===== src/rtl/seq_conv_engine_pkg.sv =====
// Shared types and width helpers for the sequential convolution engine.
package conv_pkg;

    typedef enum logic [1:0] {
        IDLE  = 2'd0,
        MAC   = 2'd1,
        OUT   = 2'd2,
        FLUSH = 2'd3
    } state_t;

    // Wide enough that TAPS full-precision products can never overflow.
    function automatic int acc_width(input int data_w, input int coef_w, input int taps);
        return data_w + coef_w + $clog2(taps) + 1;
    endfunction

    function automatic int idx_width(input int taps);
        return (taps > 1) ? $clog2(taps) : 1;
    endfunction

endpackage


===== src/rtl/seq_conv_engine_if.sv =====
// Sample/result stream and coefficient-write bus of the convolution engine.
interface seq_conv_engine_if #(
    parameter int DATA_W = 8,
    parameter int COEF_W = 8,
    parameter int TAPS   = 4
);
    import conv_pkg::*;

    localparam int ACC_W = acc_width(DATA_W, COEF_W, TAPS);
    localparam int IDX_W = idx_width(TAPS);

    logic                     coef_we;
    logic [IDX_W-1:0]         coef_idx;
    logic signed [COEF_W-1:0] coef_data;
    logic                     s_valid;
    logic                     s_ready;
    logic signed [DATA_W-1:0] s_data;
    logic                     s_last;
    logic                     m_valid;
    logic                     m_ready;
    logic signed [ACC_W-1:0]  m_data;
    logic                     m_last;

    modport master (
        output coef_we, coef_idx, coef_data, s_valid, s_data, s_last, m_ready,
        input  s_ready, m_valid, m_data, m_last
    );

    modport slave (
        input  coef_we, coef_idx, coef_data, s_valid, s_data, s_last, m_ready,
        output s_ready, m_valid, m_data, m_last
    );

endinterface


===== src/rtl/seq_conv_engine_mac.sv =====
// Registered signed multiply-accumulate: clear has priority over enable.
module conv_mac #(
    parameter int A_W   = 8,
    parameter int B_W   = 8,
    parameter int ACC_W = 19
) (
    input  logic                    clk,
    input  logic                    rst_n,
    input  logic                    clear_i,
    input  logic                    en_i,
    input  logic signed [A_W-1:0]   a_i,
    input  logic signed [B_W-1:0]   b_i,
    output logic signed [ACC_W-1:0] acc_o
);
    logic signed [A_W+B_W-1:0] prod;
    logic signed [ACC_W-1:0]   acc_q, acc_d;

    assign prod = (A_W+B_W)'(a_i) * (A_W+B_W)'(b_i);

    always_comb begin
        acc_d = acc_q;
        if (clear_i)
            acc_d = '0;
        else if (en_i)
            acc_d = acc_q + ACC_W'(prod);
    end

    always_ff @(posedge clk or negedge rst_n) begin
        if (!rst_n)
            acc_q <= '0;
        else
            acc_q <= acc_d;
    end

    assign acc_o = acc_q;

endmodule


===== src/rtl/seq_conv_engine.sv =====
// Sequential full-length convolution: one shared MAC, TAPS cycles per result, zero-fed tail after s_last.
module seq_conv_engine
    import conv_pkg::*;
#(
    parameter int DATA_W = 8,
    parameter int COEF_W = 8,
    parameter int TAPS   = 4
) (
    input  logic             clk,
    input  logic             rst_n,
    seq_conv_engine_if.slave bus
);
    localparam int ACC_W = acc_width(DATA_W, COEF_W, TAPS);
    localparam int IDX_W = idx_width(TAPS);
    localparam logic [IDX_W-1:0] LAST_K = IDX_W'(TAPS - 1);

    state_t                   state_q, state_d;
    logic                     ready_en_q;
    logic signed [DATA_W-1:0] line_q [TAPS];
    logic signed [COEF_W-1:0] coef_q [TAPS];
    logic [IDX_W-1:0]         k_q, tail_q;
    logic                     last_seen_q;
    logic signed [ACC_W-1:0]  m_data_q, mac_acc;
    logic                     m_last_q;

    logic s_ready_w, out_w, accept, out_hs, final_res, coef_wr;
    logic shift_en, clear_line, mac_clear, mac_en;
    logic signed [DATA_W-1:0] shift_in;

    assign s_ready_w = ready_en_q & (state_q == IDLE);
    assign out_w     = (state_q == OUT);
    assign accept    = bus.s_valid & s_ready_w;
    assign out_hs    = out_w & bus.m_ready;
    assign final_res = last_seen_q & (tail_q == '0);
    assign coef_wr   = bus.coef_we & (state_q == IDLE);

    always_ff @(posedge clk or negedge rst_n) begin
        if (!rst_n)
            state_q <= IDLE;
        else
            state_q <= state_d;
    end

    always_comb begin
        state_d = state_q;
        case (state_q)
            IDLE:  if (accept) state_d = MAC;
            MAC:   if (k_q == LAST_K) state_d = OUT;
            OUT: begin
                if (out_hs)
                    state_d = (last_seen_q && tail_q != '0) ? FLUSH : IDLE;
            end
            FLUSH: state_d = MAC;
            default: state_d = IDLE;
        endcase
    end

    always_comb begin
        bus.s_ready = s_ready_w;
        bus.m_valid = out_w;
        bus.m_data  = out_w ? mac_acc : m_data_q;
        bus.m_last  = out_w ? final_res : m_last_q;
        mac_clear   = accept | (state_q == FLUSH);
        mac_en      = (state_q == MAC);
        shift_en    = accept | (state_q == FLUSH);
        shift_in    = (state_q == FLUSH) ? '0 : bus.s_data;
        clear_line  = out_hs & final_res;
    end

    // Counters, frame bookkeeping and the output hold registers.
    always_ff @(posedge clk or negedge rst_n) begin
        if (!rst_n) begin
            ready_en_q  <= 1'b0;
            k_q         <= '0;
            tail_q      <= '0;
            last_seen_q <= 1'b0;
            m_data_q    <= '0;
            m_last_q    <= 1'b0;
        end else begin
            ready_en_q <= 1'b1;
            if (mac_clear)
                k_q <= '0;
            else if (mac_en)
                k_q <= k_q + IDX_W'(1);
            if (accept) begin
                last_seen_q <= bus.s_last;
                tail_q      <= bus.s_last ? LAST_K : '0;
            end else if (state_q == FLUSH) begin
                tail_q <= tail_q - IDX_W'(1);
            end else if (clear_line) begin
                last_seen_q <= 1'b0;
            end
            if (out_w) begin
                m_data_q <= mac_acc;
                m_last_q <= final_res;
            end
        end
    end

    // Delay line and coefficient file; line is wiped after the final result of a frame.
    always_ff @(posedge clk or negedge rst_n) begin
        if (!rst_n) begin
            for (int i = 0; i < TAPS; i++) begin
                line_q[i] <= '0;
                coef_q[i] <= '0;
            end
        end else begin
            if (clear_line) begin
                for (int i = 0; i < TAPS; i++)
                    line_q[i] <= '0;
            end else if (shift_en) begin
                for (int i = TAPS - 1; i > 0; i--)
                    line_q[i] <= line_q[i-1];
                line_q[0] <= shift_in;
            end
            for (int i = 0; i < TAPS; i++) begin
                if (coef_wr && bus.coef_idx == IDX_W'(i))
                    coef_q[i] <= bus.coef_data;
            end
        end
    end

    conv_mac #(
        .A_W   (COEF_W),
        .B_W   (DATA_W),
        .ACC_W (ACC_W)
    ) u_mac (
        .clk     (clk),
        .rst_n   (rst_n),
        .clear_i (mac_clear),
        .en_i    (mac_en),
        .a_i     (coef_q[k_q]),
        .b_i     (line_q[k_q]),
        .acc_o   (mac_acc)
    );

endmodule


===== src/flat_wrapper.sv =====
// flat-port wrapper written by rule: the top's interface ports become plain ports
module seq_conv_engine_flat import conv_pkg::*;
#(
    parameter int DATA_W = 8,
    parameter int COEF_W = 8,
    parameter int TAPS   = 4
)
  (clk, rst_n, bus_coef_we, bus_coef_idx, bus_coef_data, bus_s_valid, bus_s_data, bus_s_last, bus_m_ready, bus_s_ready, bus_m_valid, bus_m_data, bus_m_last);
  seq_conv_engine_if #(.DATA_W(DATA_W), .COEF_W(COEF_W), .TAPS(TAPS)) bus_i ();
  input  logic clk;
  input  logic rst_n;
  input wire logic [$bits(bus_i.coef_we)-1:0] bus_coef_we;
  input wire logic [$bits(bus_i.coef_idx)-1:0] bus_coef_idx;
  input wire logic [$bits(bus_i.coef_data)-1:0] bus_coef_data;
  input wire logic [$bits(bus_i.s_valid)-1:0] bus_s_valid;
  input wire logic [$bits(bus_i.s_data)-1:0] bus_s_data;
  input wire logic [$bits(bus_i.s_last)-1:0] bus_s_last;
  input wire logic [$bits(bus_i.m_ready)-1:0] bus_m_ready;
  output wire logic [$bits(bus_i.s_ready)-1:0] bus_s_ready;
  output wire logic [$bits(bus_i.m_valid)-1:0] bus_m_valid;
  output wire logic [$bits(bus_i.m_data)-1:0] bus_m_data;
  output wire logic [$bits(bus_i.m_last)-1:0] bus_m_last;
  assign bus_i.coef_we = bus_coef_we;
  assign bus_i.coef_idx = bus_coef_idx;
  assign bus_i.coef_data = bus_coef_data;
  assign bus_i.s_valid = bus_s_valid;
  assign bus_i.s_data = bus_s_data;
  assign bus_i.s_last = bus_s_last;
  assign bus_i.m_ready = bus_m_ready;
  assign bus_s_ready = bus_i.s_ready;
  assign bus_m_valid = bus_i.m_valid;
  assign bus_m_data = bus_i.m_data;
  assign bus_m_last = bus_i.m_last;
  seq_conv_engine #(.DATA_W(DATA_W), .COEF_W(COEF_W), .TAPS(TAPS)) u_core (.clk(clk), .rst_n(rst_n), .bus(bus_i));
endmodule

===== config.mk =====
export PLATFORM = sky130hd
export DESIGN_NAME = seq_conv_engine_flat
export DESIGN_NICKNAME = d
export VERILOG_FILES = /design/src/rtl/seq_conv_engine_pkg.sv /design/src/rtl/seq_conv_engine_if.sv /design/src/rtl/seq_conv_engine_mac.sv /design/src/rtl/seq_conv_engine.sv /design/src/flat_wrapper.sv
export SDC_FILE = /design/constraint.sdc
export NUM_CORES = 1
export LEC_CHECK = 0
export BUFFER_PORTS_ARGS = -buffer_cell sky130_fd_sc_hd__buf_4
export CORE_UTILIZATION = 50
export CTS_CLUSTER_SIZE = 16
export DETAILED_ROUTE_END_ITERATION = 10
export PLACE_DENSITY = 0.68
export REMOVE_ABC_BUFFERS = 1
export SYNTH_ARGS = -nofsm -noshare
export SYNTH_HDL_FRONTEND = slang
export SYNTH_SLANG_ARGS = --single-unit

===== constraint.sdc =====
create_clock -name clk -period 14.72 [get_ports clk]
set_clock_uncertainty 0.15 [all_clocks]
set_input_delay 1.472 -clock clk [delete_from_list [all_inputs] [get_ports clk]]
set_output_delay 1.472 -clock clk [all_outputs]
set_load 0.01 [all_outputs]

# [Word level (Yosys, flattened, before mapping)]
# Cells that the tools add are included.
# W data, S select, Z words.
[word_totals] regBits=111 input_bits=24 out_inout_bits=22 wordCells=81
[classes] add_sub_neg=3 n_mul=1 magnitude_cmp=1 n_eq_ne=11 n_mux=26 n_bitwise=8 n_reduce_logical=15
[op_table] operator="$mux W32" count=2
[op_table] operator="$mux W19" count=3
[op_table] operator="$mux W8" count=5
[op_table] operator="$bmux W8 S2" count=2
[op_table] operator="$add A19 B16 Y19" count=1
[op_table] operator="$mux W2" count=9
[op_table] operator="$mul A8 B8 Y16" count=1
[op_table] operator="$eq A2 B2 Y1 const B" count=5
[op_table] operator="$reduce_bool A2 Y1" count=5
[op_table] operator="$pmux W2 S4" count=1
[op_table] operator="$and A1 B1 Y1" count=6
[op_table] operator="$logic_not A2 Y1" count=3
[op_table] operator="$logic_and A1 B1 Y1" count=5
[op_table] operator="$eq A2 B1 Y1 const B" count=2
[op_table] operator="$mux W1" count=4
[op_table] operator="$ne A2 B1 Y1 const B" count=2
[op_table] operator="$ne A2 B2 Y1 const B" count=2
[op_table] operator="$ge A3 B3 Y1 const B" count=1
[op_table] operator="$not A2 Y3" count=1
[op_table] operator="$reduce_and A3 Y1" count=1
[op_table] operator="$add A2 B1 Y2 const B" count=1
[op_table] operator="$reduce_and A2 Y1" count=1
[op_table] operator="$sub A2 B1 Y2 const B" count=1
[op_table] operator="$or A1 B1 Y1" count=1

# [Logic depth before layout (Yosys ltp)]
[depth] word_depth=8 ltp_mapped=20 mapped_depth_nobuf=19

# [Modules after synthesis]
# Synthesis repeated with hierarchy kept, for this count alone.
[hier_totals] cells_unflattened=739 area_unflattened_um2=8329.2
[by_module_without_submodules] module="conv_mac" n_inst=1 cells_per_inst=424 area_per_inst_um2=4217.8 seq_area_each_um2=475.5
[by_module_without_submodules] module="seq_conv_engine" n_inst=1 cells_per_inst=315 area_per_inst_um2=4111.4 seq_area_each_um2=2302.2

# [Least setup slack after synthesis]
# No wires, ideal clock.
[synth_path] kind="register to register" startpoint="register u_core.k_q[0]" endpoint="register u_core.u_mac.acc_q[18], in the netlist u_core.u_mac.acc_o[18]" setup_time_ns=0.137 arrival_ns=5.610 t_required_ns=14.433 setup_slack_ns=8.823 path_stages_with_launch=18 n_path_buf=1 synth_period_minus_slack_ns=5.897 path_cell_list="dfrtp_1 buf_2 mux4_2 and2_1 inv_1 fa_1 inv_1 fa_1 fa_1 fa_1 fa_1 ha_1 and3_1 a221oi_2 o21ai_2 a221oi_2 xnor2_1 a21oi_1"
[synth_between] elab_chain_len=8
[synth_rtl] element="from (decl)" line="seq_conv_engine.sv:21" rtl="logic [IDX_W-1:0] k_q, tail_q;"
[synth_rtl] element="from (signal assigned)" line="seq_conv_engine.sv:84" rtl="k_q <= k_q + IDX_W'(1);"
[synth_rtl] element="$not A2 Y3 (not written as such) (*)" line="seq_conv_engine.sv:132, seq_conv_engine.sv:133"
[synth_rtl] element="$bmux W8 S2, on equally long branches" line="seq_conv_engine.sv:132, seq_conv_engine.sv:133"
[synth_rtl] element="$mux W8, on equally long branches (2 in series)" line="seq_conv_engine.sv:132, seq_conv_engine.sv:133"
[synth_rtl] element="$mul A8 B8 Y16 (*)" line="seq_conv_engine_mac.sv:18" rtl="assign prod = (A_W+B_W)'(a_i) * (A_W+B_W)'(b_i);"
[synth_rtl] element="$add A19 B16 Y19 (*)" line="seq_conv_engine_mac.sv:25" rtl="acc_d = acc_q + ACC_W'(prod);"
[synth_rtl] element="$mux W19 (*)" line="seq_conv_engine_mac.sv:24" rtl="else if (en_i)"
[synth_rtl] element="$mux W19 (*)" line="seq_conv_engine_mac.sv:22" rtl="if (clear_i)"
[synth_rtl] element="to (signal assigned)" line="seq_conv_engine_mac.sv:30" rtl="acc_q <= '0;"
[synth_rtl] element="to (signal assigned)" line="seq_conv_engine_mac.sv:32" rtl="acc_q <= acc_d;"
[synth_rtl] element="to (decl)" line="seq_conv_engine_mac.sv:16" rtl="logic signed [ACC_W-1:0] acc_q, acc_d;"
# Mark *: on every way between the ends. The rest lies on a longest branch, timed or not. The select of a mux whose other input is x is not followed.
# A chain may end at the register's enable or synchronous reset.

# [Worst setup path after layout]
[layout_path] startpoint="register u_core.k_q[1]" endpoint="register u_core.u_mac.acc_q[16], in the netlist u_core.u_mac.acc_o[16]"
# Same word-level chain as after synthesis.

==> flow_metrics.env <==
export IMPL_cts_max_level=3
export IMPL_vias=5395
export IMPL_arrival_ps=6830
export IMPL_crit_reg2reg_launch="u_core.k_q[1]"
export IMPL_cts_resized=0
export IMPL_final_cell_mix="dfrtp_1, inv_1, nand2_1"
export IMPL_die_area_sq_um=16850
export IMPL_cpMostUsedCell="fa_1"
export IMPL_worstSetupStartpoint="u_core.k_q[1]"
export IMPL_r2r_slack_ps=8020
export IMPL_clock_path_buffers=2
export IMPL_critPathKind="reg2reg"
export IMPL_cts_setup_buffers=0
export IMPL_path_buf_inv=2
export IMPL_final_common_cell="dfrtp_1"
export IMPL_maxCapViolations=0
export IMPL_gp_congestion=0.8782
export IMPL_timing_hold_ws_ps=350.3
export IMPL_async_reset_ff_frac=1.000
export IMPL_io_pins=46
export IMPL_critPathSlowestCell="dfrtp_1"
export IMPL_placed_cells=982
export IMPL_clk_latency_ps=370
export IMPL_cts_hold_buf=0
export IMPL_netlist_instances=737
export IMPL_drt_vias_per_instance=5.406
export IMPL_coreArea_sq_um=15940
export IMPL_synth_edf_count=0
export IMPL_fin_nets=935
export IMPL_tightest_slew_ps=949.0
export IMPL_report_final_slew_viol_count=0
export IMPL_fillers=1375
export IMPL_gr_total_overflow=0
export IMPL_fin_crit_sh=0.4551
export IMPL_ys_seq_elements=111
export IMPL_area_growth_pct=11.04
export IMPL_cts_sinks=111
export IMPL_root_buffer="clkbuf_16"
export IMPL_n_antenna_cell=0
export IMPL_setup_viol_count_final=0
export IMPL_drc=0
export IMPL_ys_types=44
export IMPL_wl_per_cell_um=16.65
export IMPL_portBuffers=45
export IMPL_endpoint="u_core.u_mac.acc_o[16]"
export IMPL_drt_wl_total_um=16610
export IMPL_die_w_um=129.8
export IMPL_cts_buffers=9
export IMPL_grt_pass1_vias=5973
export IMPL_synth_ff_type="dfrtp_1"
export IMPL_dr_pass1_iters=5
export IMPL_hold_viol=0
export IMPL_instances_no_fill=998
export IMPL_die_y_um=129.8
export IMPL_crit_family="adder cells"
export IMPL_max_freq_mhz=149.3
export IMPL_end_kind="flop"
export IMPL_status="completed"
export IMPL_worst_slack_ps=8021
export IMPL_final_antenna_net_count=0
export IMPL_crit_path_start_kind="flop"
export IMPL_place_ws_ps=7992
export IMPL_dp_hpwl_um=12380
export IMPL_rsz0062_at_grt="false"
export IMPL_cts_tree="yes"
export IMPL_cp_max_fo=19
export IMPL_grt_antenna_before_repair=0
export IMPL_drive_above_1_share=0.1765
export IMPL_tns_ps=0
export IMPL_row_count=46
export IMPL_r2r_end="u_core.u_mac.acc_o[16]"
export IMPL_grtUsageTotal=0.2270
export IMPL_hp_class="reg2reg"
export IMPL_syn_area_per_cell_sq_um=11.08
export IMPL_clk_pin_slew_ps=80
export IMPL_ys_warn_count=0
export IMPL_crit_chain="mux4_2 > and2_1 > inv_1 > fa_1 > inv_1 > fa_1 > fa_1 > fa_1 > fa_1 > ha_1 > and3_1 > a221oi_2 > o21ai_2 > nand4_1 > mux2_1 > o211ai_1"
export IMPL_drt_initial_drc_count=308
export IMPL_cpPeakStageDelay_ps=920
export IMPL_initial_core_util=0.5124
export IMPL_worst_ep_required_time_ps=14850
export IMPL_netlist_area_sq_um=8169
export IMPL_grt_pass1_wl_um=29150
export IMPL_relSlewSlack=0.3673
export IMPL_crit_cells=16
export IMPL_seq_area_frac_synth=0.3400
export IMPL_worst_r2r_cell_count=16
export IMPL_timing_final_crit_period_ps=6699
export IMPL_grt_max_degree=65
registers in the layout (all words and copies together), names as in the netlist:
name,flops
u_core.coef_q,32
u_core.m_last_q,1
u_core.tail_q,2
u_core.ready_en_q,1
u_core.line_q,32
u_core.m_data_q,19
u_core.state_q,2
u_core.k_q,2
u_core.u_mac.acc_o,19
u_core.last_seen_q,1
worst reg2reg max path: stages (launching register included):
cell and delay (ps):
dfrtp_1 920, mux4_2 470, and2_1 690, inv_1 140
fa_1 530, inv_1 50, fa_1 480, fa_1 570
fa_1 440, fa_1 490, ha_1 380, and3_1 210
a221oi_2 390, o21ai_2 150, nand4_1 130, mux2_1 340
o211ai_1 100
synthesized netlist by cell type (3+ instances only):
library cell	n	area, sq um
nand2b_1	3	18.77
clkbuf_1	17	63.81
o21ai_0	11	55.05
mux2_2	51	574.3
xnor2_1	13	113.9
a31oi_1	3	18.77
inv_1	101	379.1
nand3_1	3	15.01
a22o_1	8	70.07
buf_2	4	20.02
mux2i_1	12	120.1
o21ai_1	7	35.03
nor2_1	28	105.1
a21oi_1	39	195.2
dfrtp_1	111	2778
a21o_1	6	45.04
and2_1	34	212.7
nand4_1	4	25.02
nor3_1	3	15.01
mux4_2	15	337.8
nand3b_1	6	45.04
ha_1	50	625.6
nand2_1	91	341.6
xor2_1	8	70.07
fa_1	84	1682
final cells by class:
class	instances	area, sq um	area share
inverter	101	379.1	0.04179
tap	216	270.3	0.02979
sequential	111	2778	0.3062
multi-input combinational	503	4928	0.5433
timing repair buffer	51	382.9	0.04221
clock inverter	7	107.6	0.01186
clock buffer	9	225.2	0.02483
per-stage QoR:
step	util	instance area, sq um
floorplan	-	8082
global placement	0.5481	8738
detailed placement	0.5481	8738
CTS	0.5690	9071
global route	0.5690	9071
finish	0.5690	9071
routing by layer:
metal / global-route usage / up-vias / wire length (um)
met5: 0 / - / 0
met4: 0.07250 / 0 / 323
met3: 0.03157 / 20 / 516
met2: 0.4039 / 115 / 8686
met1: 0.2866 / 2774 / 7085
li1: - / 2486 / -
cells by family (layout without fill, tap and decap cells):
| logic type | Yosys count | count (layout) | synth area share |
|---|---|---|---|
| other cells | 1 | 1 | 0.0004590 |
| flops | 111 | 111 | 0.3400 |
| xor+xnor | 21 | 21 | 0.02252 |
| compound gates | 88 | 88 | 0.06663 |
| simple gates | 179 | 179 | 0.1017 |
| buf+inv | 123 | 168 | 0.05713 |
| mux | 80 | 80 | 0.1291 |
| fa+ha+maj | 134 | 134 | 0.2824 |
worst min-delay path by stage:
stage                     endpoint  slack [ps]  cells past startpoint                start
5_1_grt         u_core.m_data_q[9]         360                      1   u_core.m_data_q[9]
6_report       u_core.m_data_q[13]         350                      1  u_core.m_data_q[13]
2_1_floorplan    u_core.coef_q[10]         320                      1    u_core.coef_q[10]
3_5_place_dp   u_core.m_data_q[13]         340                      1  u_core.m_data_q[13]
3_3_place_gp   u_core.m_data_q[13]         330                      1  u_core.m_data_q[13]
4_1_cts        u_core.m_data_q[13]         350                      1  u_core.m_data_q[13]
Power is not shown: default switching activity piles up to over one toggle a cycle in this logic, so the estimate is an artifact.
